<file path="src/rtl/axi4lite_pkg.sv">
// Shared widths, response codes and FSM state types for the AXI4-Lite register slave.
package axi4lite_pkg;

    localparam int AXI_ADDR_WIDTH = 32;
    localparam int AXI_DATA_WIDTH = 32;

    localparam logic [1:0] RESP_OKAY   = 2'b00;
    localparam logic [1:0] RESP_SLVERR = 2'b10;

    typedef enum logic {
        W_IDLE,
        W_RESP
    } wr_state_t;

    typedef enum logic {
        R_IDLE,
        R_VALID
    } rd_state_t;

endpackage

</file>
<file path="src/rtl/axi4lite_regfile.sv">
// Register storage behind the AXI4-Lite slave: one write port and one registered read port.
// Out-of-range reads return zero.
module axi4lite_regfile #(
    parameter int NUM_REGS = 16,
    parameter int DATA_W   = 32,
    parameter int IDX_W    = $clog2(NUM_REGS)
) (
    input  logic              clk,
    input  logic              rst_n,
    input  logic              wr_en,
    input  logic [IDX_W-1:0]  wr_idx,
    input  logic [DATA_W-1:0] wr_data,
    input  logic              rd_en,
    input  logic              rd_in_range,
    input  logic [IDX_W-1:0]  rd_idx,
    output logic [DATA_W-1:0] rd_data
);

    logic [DATA_W-1:0] mem [NUM_REGS];

    // Storage update and read sampling; a read in the same cycle as a write sees the old value.
    always_ff @(posedge clk) begin
        if (!rst_n) begin
            for (int i = 0; i < NUM_REGS; i++) begin
                mem[i] <= '0;
            end
            rd_data <= '0;
        end else begin
            if (wr_en) begin
                mem[wr_idx] <= wr_data;
            end
            if (rd_en) begin
                rd_data <= rd_in_range ? mem[rd_idx] : '0;
            end
        end
    end

endmodule

</file>
<file path="src/rtl/axi4lite_slave.sv">
// AXI4-Lite slave endpoint over a small register file, with independent write and read FSMs.
// Addresses are word indices; any set bit above the index range gives SLVERR.
module axi4lite_slave
    import axi4lite_pkg::*;
#(
    parameter int AXI_ADDR_WIDTH = axi4lite_pkg::AXI_ADDR_WIDTH,
    parameter int AXI_DATA_WIDTH = axi4lite_pkg::AXI_DATA_WIDTH,
    parameter int NUM_REGS       = 16
) (
    input  logic                      A_CLK,
    input  logic                      A_RSTn,
    input  logic                      AW_VALID,
    output logic                      AW_READY,
    input  logic [AXI_ADDR_WIDTH-1:0] AW_ADDR,
    input  logic                      W_VALID,
    output logic                      W_READY,
    input  logic [AXI_DATA_WIDTH-1:0] W_DATA,
    output logic                      B_VALID,
    input  logic                      B_READY,
    output logic [1:0]                B_RESP,
    input  logic                      AR_VALID,
    output logic                      AR_READY,
    input  logic [AXI_ADDR_WIDTH-1:0] AR_ADDR,
    output logic                      R_VALID,
    input  logic                      R_READY,
    output logic [AXI_DATA_WIDTH-1:0] R_DATA,
    output logic [1:0]                R_RESP
);

    localparam int IDX_W = $clog2(NUM_REGS);

    function automatic logic addr_in_range(input logic [AXI_ADDR_WIDTH-1:0] addr);
        return (addr >> IDX_W) == '0;
    endfunction

    wr_state_t wr_state;
    rd_state_t rd_state;

    logic                      aw_got;
    logic                      w_got;
    logic [AXI_ADDR_WIDTH-1:0] aw_addr_q;
    logic [AXI_DATA_WIDTH-1:0] w_data_q;

    logic                      aw_hs;
    logic                      w_hs;
    logic                      ar_hs;
    logic                      have_aw;
    logic                      have_w;
    logic                      wr_commit;
    logic [AXI_ADDR_WIDTH-1:0] wr_addr;
    logic [AXI_DATA_WIDTH-1:0] wr_data;
    logic                      wr_ok;

    // Handshake detection and selection of the address/data that complete the write this cycle.
    always_comb begin
        aw_hs     = (wr_state == W_IDLE) && AW_VALID && AW_READY;
        w_hs      = (wr_state == W_IDLE) && W_VALID && W_READY;
        have_aw   = aw_got || aw_hs;
        have_w    = w_got || w_hs;
        wr_commit = (wr_state == W_IDLE) && have_aw && have_w;
        wr_addr   = aw_hs ? AW_ADDR : aw_addr_q;
        wr_data   = w_hs ? W_DATA : w_data_q;
        wr_ok     = addr_in_range(wr_addr);
        ar_hs     = (rd_state == axi4lite_pkg::R_IDLE) && AR_VALID && AR_READY;
    end

    // Write FSM: collect AW and W in any order, then hold the response until B_READY.
    always_ff @(posedge A_CLK) begin
        if (!A_RSTn) begin
            wr_state  <= W_IDLE;
            AW_READY  <= 1'b0;
            W_READY   <= 1'b0;
            B_VALID   <= 1'b0;
            B_RESP    <= RESP_OKAY;
            aw_got    <= 1'b0;
            w_got     <= 1'b0;
            aw_addr_q <= '0;
            w_data_q  <= '0;
        end else begin
            case (wr_state)
                W_IDLE: begin
                    if (aw_hs) begin
                        aw_addr_q <= AW_ADDR;
                        aw_got    <= 1'b1;
                    end
                    if (w_hs) begin
                        w_data_q <= W_DATA;
                        w_got    <= 1'b1;
                    end
                    if (wr_commit) begin
                        wr_state <= W_RESP;
                        B_VALID  <= 1'b1;
                        B_RESP   <= wr_ok ? RESP_OKAY : RESP_SLVERR;
                        AW_READY <= 1'b0;
                        W_READY  <= 1'b0;
                        aw_got   <= 1'b0;
                        w_got    <= 1'b0;
                    end else begin
                        AW_READY <= !have_aw;
                        W_READY  <= !have_w;
                    end
                end
                W_RESP: begin
                    if (B_READY) begin
                        wr_state <= W_IDLE;
                        B_VALID  <= 1'b0;
                        AW_READY <= 1'b1;
                        W_READY  <= 1'b1;
                    end
                end
                default: wr_state <= W_IDLE;
            endcase
        end
    end

    // Read FSM: accept an address, present data one cycle later and hold it until R_READY.
    always_ff @(posedge A_CLK) begin
        if (!A_RSTn) begin
            rd_state <= axi4lite_pkg::R_IDLE;
            AR_READY <= 1'b0;
            R_VALID  <= 1'b0;
            R_RESP   <= RESP_OKAY;
        end else begin
            case (rd_state)
                axi4lite_pkg::R_IDLE: begin
                    if (ar_hs) begin
                        rd_state <= axi4lite_pkg::R_VALID;
                        AR_READY <= 1'b0;
                        R_VALID  <= 1'b1;
                        R_RESP   <= addr_in_range(AR_ADDR) ? RESP_OKAY : RESP_SLVERR;
                    end else begin
                        AR_READY <= 1'b1;
                    end
                end
                axi4lite_pkg::R_VALID: begin
                    if (R_READY) begin
                        rd_state <= axi4lite_pkg::R_IDLE;
                        R_VALID  <= 1'b0;
                        AR_READY <= 1'b1;
                    end
                end
                default: rd_state <= axi4lite_pkg::R_IDLE;
            endcase
        end
    end

    axi4lite_regfile #(
        .NUM_REGS (NUM_REGS),
        .DATA_W   (AXI_DATA_WIDTH),
        .IDX_W    (IDX_W)
    ) u_regfile (
        .clk         (A_CLK),
        .rst_n       (A_RSTn),
        .wr_en       (wr_commit && wr_ok),
        .wr_idx      (wr_addr[IDX_W-1:0]),
        .wr_data     (wr_data),
        .rd_en       (ar_hs),
        .rd_in_range (addr_in_range(AR_ADDR)),
        .rd_idx      (AR_ADDR[IDX_W-1:0]),
        .rd_data     (R_DATA)
    );

endmodule

</file>
<file path="config.mk">
export PLATFORM = sky130hd
export DESIGN_NAME = axi4lite_slave
export DESIGN_NICKNAME = d
export VERILOG_FILES = /design/src/rtl/axi4lite_pkg.sv /design/src/rtl/axi4lite_regfile.sv /design/src/rtl/axi4lite_slave.sv
export SDC_FILE = /design/constraint.sdc
export NUM_CORES = 1
export LEC_CHECK = 0
export BUFFER_PORTS_ARGS = -buffer_cell sky130_fd_sc_hd__buf_4
export CORE_MARGIN = 3
export CORE_UTILIZATION = 30
export DETAILED_ROUTE_END_ITERATION = 12
export PLACE_DENSITY = 0.51
export SLEW_MARGIN = 20
export SYNTH_ARGS = -nofsm -noshare
export SYNTH_HDL_FRONTEND = slang
export SYNTH_HIERARCHICAL = 1
export SYNTH_SLANG_ARGS = --single-unit
</file>
<file path="constraint.sdc">
create_clock -name A_CLK -period 7.3 [get_ports A_CLK]
set_input_delay 0.365 -clock A_CLK [delete_from_list [all_inputs] [get_ports A_CLK]]
set_output_delay 0.365 -clock A_CLK [all_outputs]
set_load 0.05 [all_outputs]
</file>
# Word-level counts from Yosys, hierarchy flattened
# Memory sizes are Yosys's and may differ from the RTL's.
# Cells that the tools add are included.
# op_classes
n_bitwise,2
eq_ne,4
reduce_logical,24
mux,36
# ops
cell,n
32-bit two-way mux,4
32-bit logical NOT,2
32-bit OR reduction,1
1-bit two-way mux,22
1-bit case mux with 2 select lines,7
2-bit AND reduction,6
1-bit logical AND,9
"2-bit inequality test, second input constant",4
2-bit two-way mux,2
4-bit two-way mux,1
2-bit nonzero test,2
1-bit logical NOT,2
1-bit logical OR,2
1-bit NOT,2
# word_totals
ramBits,512
inputBits,103
out_inout_bits,41
n_memories,1
ff_bits,109
wordCells,81
# memory_table
memory,depth,width,read_ports,rd_ports_with_merged_regs,write_ports,line_no,rtl
u_regfile.mem,16,32,1,0,16,axi4lite_regfile.sv:19,logic [DATA_W-1:0] mem [NUM_REGS];

# Longest topological paths before layout
# logic_depth
word_depth,12
mapped_depth,11
depth_no_buf,8

# Modules after synthesis
# Netlist, hierarchy kept.
# modules_own_cells
module,seq_area_each_um2,cells_each,instances,area_each_um2
axi4lite_regfile,16015.4,1567,1,24078.1
axi4lite_slave,1501.4,328,1,3111.7

# Worst setup path after synthesis
# No wires, ideal clock.
# synth_path
path_type,register -> register
start,register AW_READY
end,memory u_regfile.mem[1][0] (enable)
t_required_ns,6.834
stages_incl_launch_ff,10
setup_slack_ns,2.470
path_buffers,2
period_less_slack_ns,4.830
t_arrival_ns,4.364
setup_time_ns,0.466
path_cell_list,dfxtp_1 > and3b_1 > buf_6 > nand4_1 > a22oi_1 > and3_1 > nand2_1 > or3_1 > buf_2 > o21ai_0
# synth_lines
element,line_no,rtl
from (decl),axi4lite_slave.sv:13,"output logic AW_READY,"
from (signal assigned),axi4lite_slave.sv:99,AW_READY <= !have_aw;
to (decl),axi4lite_regfile.sv:19,

==> flow_summary.ini <==
[die]
row_count = 109
ios = 144
die_w_um = 307.1
die_area_sq_um = 94280
die_h_um = 307.1
start_util_pct = 30.53
core_sq_um = 89060

[synth]
syn_avg_cell_area_sq_um = 14.35
synthArstFlopShare_pct = 0
synthFlopType = edfxtp_1
ys_seq_elements = 619
netlist_instances = 1895
syn_area_sq_um = 27190
yosysUniqueCellTypes = 49
synth_warnings = 6
synth-edff-count = 512
synth-seq-area-share_pct = 64.42

[critical_path]
r2r-end = u_regfile/mem[8][27]$_SDFFCE_PN0P_
max_stage_delay_ns = 0.86
rrSetupSlack_ns = 2.95
crit_family = simple AND/OR/NAND/NOR gates
timing_worst_setup_path_type = reg2reg
critPathCaptureType = flop
reg2regPathDepth = 8
arrival_ns = 4.57
critPathMaxFanout = 37
startpoint_type = flop
required_ns = 7.52
crit_chain = and3b_2, nand4_1, a22oi_1, and3_1, nand4b_1, nor3_2, buf_4, nand2b_2
r2r-start = wr_state$_SDFF_PN0_
crit_slowest_cell = nand2b_2
crit_buf_inv = 1

[timing]
maxSlewViolCount = 0
fin_hold_ws_ns = 0.05046
fin_crit_sh_pct = 59.58
clock_skew_ns = 0.02015
setup_viol = 0
hold_viol_final = 0
rsz0062_at_grt = false
tns_ns = 0
slew_headroom_pct = 33.17
fin_crit_ns = 4.349
tightest_slew_ns = 1.002
fmax_mhz = 229.9
fin_ws_ns = 2.951

[routing]
via_per_inst = 4.904
drt_wl_total_um = 78450
ant_nets = 0
firstDrtPassIters = 5
wire_per_inst_um = 24.19
drt_iter0_markers = 1349
vias = 15900
drc = 0

[layout]
drive_gt1_share_pct = 21.82
fin_nets = 2123
final_area_sq_um = 32120
stdcell_count = 3243
syn_to_final_growth_pct = 18.13
final_util_pct = 36.07
final_common_cell = and2_1
final_cell_mix = and2_1 (545), edfxtp_1 (512), buf_4 (177)

[power_and_ir_drop]
p_leak_nw = 11.88
power.density_nw_per_um2 = 250.9
irDropWorstVdd_mv = 0.1517
finalPower_mw = 8.060

[outcome]
status = completed

[global_route]
grt_max_degree = 71
gr-total-overflow = 0
grt_pass1_wl_um = 114500
grt_usage_pct = 16.69
antenna_found_initial = 8
grt_pass1_vias = 16900

[job]
maxCapViolCount = 0

[cts]
clockBufferDepth = 3
h-tree-depth = 3
root_buffer = clkbuf_16
cts_sinks = 619
cts_tree = built
post-cts-setup-buffers = 0
postCtsHoldBufs = 27
cts_made_buffers = 69
cts.repair.resized = 0
clock_latency_ns = 0.61
clk_pin_slew_ns = 0.06

[worst_hold_path]
min_from = AW_ADDR[11]
hold_depth = 3
whs_endpoint = aw_addr_q[11]$_SDFFE_PN0N_
min_path_type = in2reg

[placed_design]
dpl-instance-area_sq_um = 29510
dp.cells = 3085
pre_cts_slack_ns = 2.123
io_buffers = 141
dp_hpwl_um = 45060
place.gp.congestion = 0.7438
-- cell usage after synthesis (3+ instances only) --
cell / number / share of area, %
a211oi_1: 3 / 0.083
a21oi_1: 38 / 0.70
a221oi_1: 17 / 0.55
a22oi_1: 15 / 0.41
and2_1: 545 / 13
buf_2: 28 / 0.52
buf_4: 14 / 0.39
buf_6: 7 / 0.29
clkbuf_1: 93 / 1.3
clkbuf_2: 12 / 0.22
dfxtp_1: 107 / 7.9
edfxtp_1: 512 / 57
mux2_2: 4 / 0.17
mux2_4: 29 / 1.6
mux2i_1: 95 / 3.5
mux4_2: 95 / 7.9
nand2_1: 106 / 1.5
nand2b_1: 7 / 0.16
nand3_1: 3 / 0.055
nand4_1: 6 / 0.14
nor2_1: 23 / 0.32
nor2_2: 3 / 0.069
nor2b_1: 4 / 0.092
nor3_1: 8 / 0.15
nor4_1: 16 / 0.37
o211ai_1: 45 / 1.2
o21ai_0: 22 / 0.40
o21ai_1: 12 / 0.22
-- layout make-up --
cell class | instances | area [sq um]
repair buffers | 210 | 1722
well taps | 1165 | 1458
flip-flops and latches | 619 | 17520
clock inverters | 30 | 331.6
inverters | 2 | 7.507
fillers | 8401 | 56940
multi-input cells | 1118 | 9126
clock buffers | 97 | 1953
diodes | 2 | 5.005
-- state kept, by name, summed over array words and instances (netlist names), 32 cells and up --
| register | count |
|---|---|
| u_regfile/rd_data | 32 |
| w_data_q | 32 |
| u_regfile/mem | 512 |
| aw_addr_q | 32 |
-- routing by layer --
metal / wire length, um / track usage [%]
met5: 0 / 0
met1: 33480 / 22.04
met4: 2266 / 5.275
met2: 38560 / 28.20
met3: 4134 / 2.741
-- worst register-to-register path, cell delays in order, from the launching register on --
cell and delay, ns:
dfxtp_1 0.37, and3b_2 0.67, nand4_1 0.22, a22oi_1 0.30
and3_1 0.30, nand4b_1 0.51, nor3_2 0.25, buf_4 0.42
nand2b_2 0.87
-- report_power, final --
group | total [mW] | switching (mW) | internal, mW
clock network | 3.49 | 1.43 | 2.06
logic | 0.601 | 0.382 | 0.218
registers | 3.97 | 0.0360 | 3.93
total | 8.06 | 1.85 | 6.21
-- worst max path at each step --
| stage | slack [ns] | endpoint | cells after the start | start |
|---|---|---|---|---|
| floorplan | 2.47 | u_regfile/mem[1][0]$_SDFFCE_PN0P_ | 9 | AW_READY$_SDFFE_PN0P_ |
| global placement | 2.20 | u_regfile/mem[0][12]$_SDFFCE_PN0P_ | 9 | AW_VALID |
| detailed placement | 2.12 | u_regfile/mem[0][17]$_SDFFCE_PN0P_ | 9 | AW_VALID |
| CTS | 2.10 | u_regfile/mem[0][25]$_SDFFCE_PN0P_ | 8 | wr_state$_SDFF_PN0_ |
| global route | 2.54 | u_regfile/mem[8][21]$_SDFFCE_PN0P_ | 8 | wr_state$_SDFF_PN0_ |
| finish | 2.95 | u_regfile/mem[8][27]$_SDFFCE_PN0P_ | 8 | wr_state$_SDFF_PN0_ |
-- kinds of logic after synthesis --
| family | after synthesis | synth area share (%) |
|---|---|---|
| and+or+nand+nor | 737 | 15.90 |
| DFF | 619 | 64.42 |
| muxes | 223 | 13.13 |
| buffers and inverters | 159 | 2.779 |
| AOI/OAI and AO/OA | 156 | 3.750 |
| other | 1 | 0.01379 |
No activity file was read; power rests on OpenSTA's default activity.
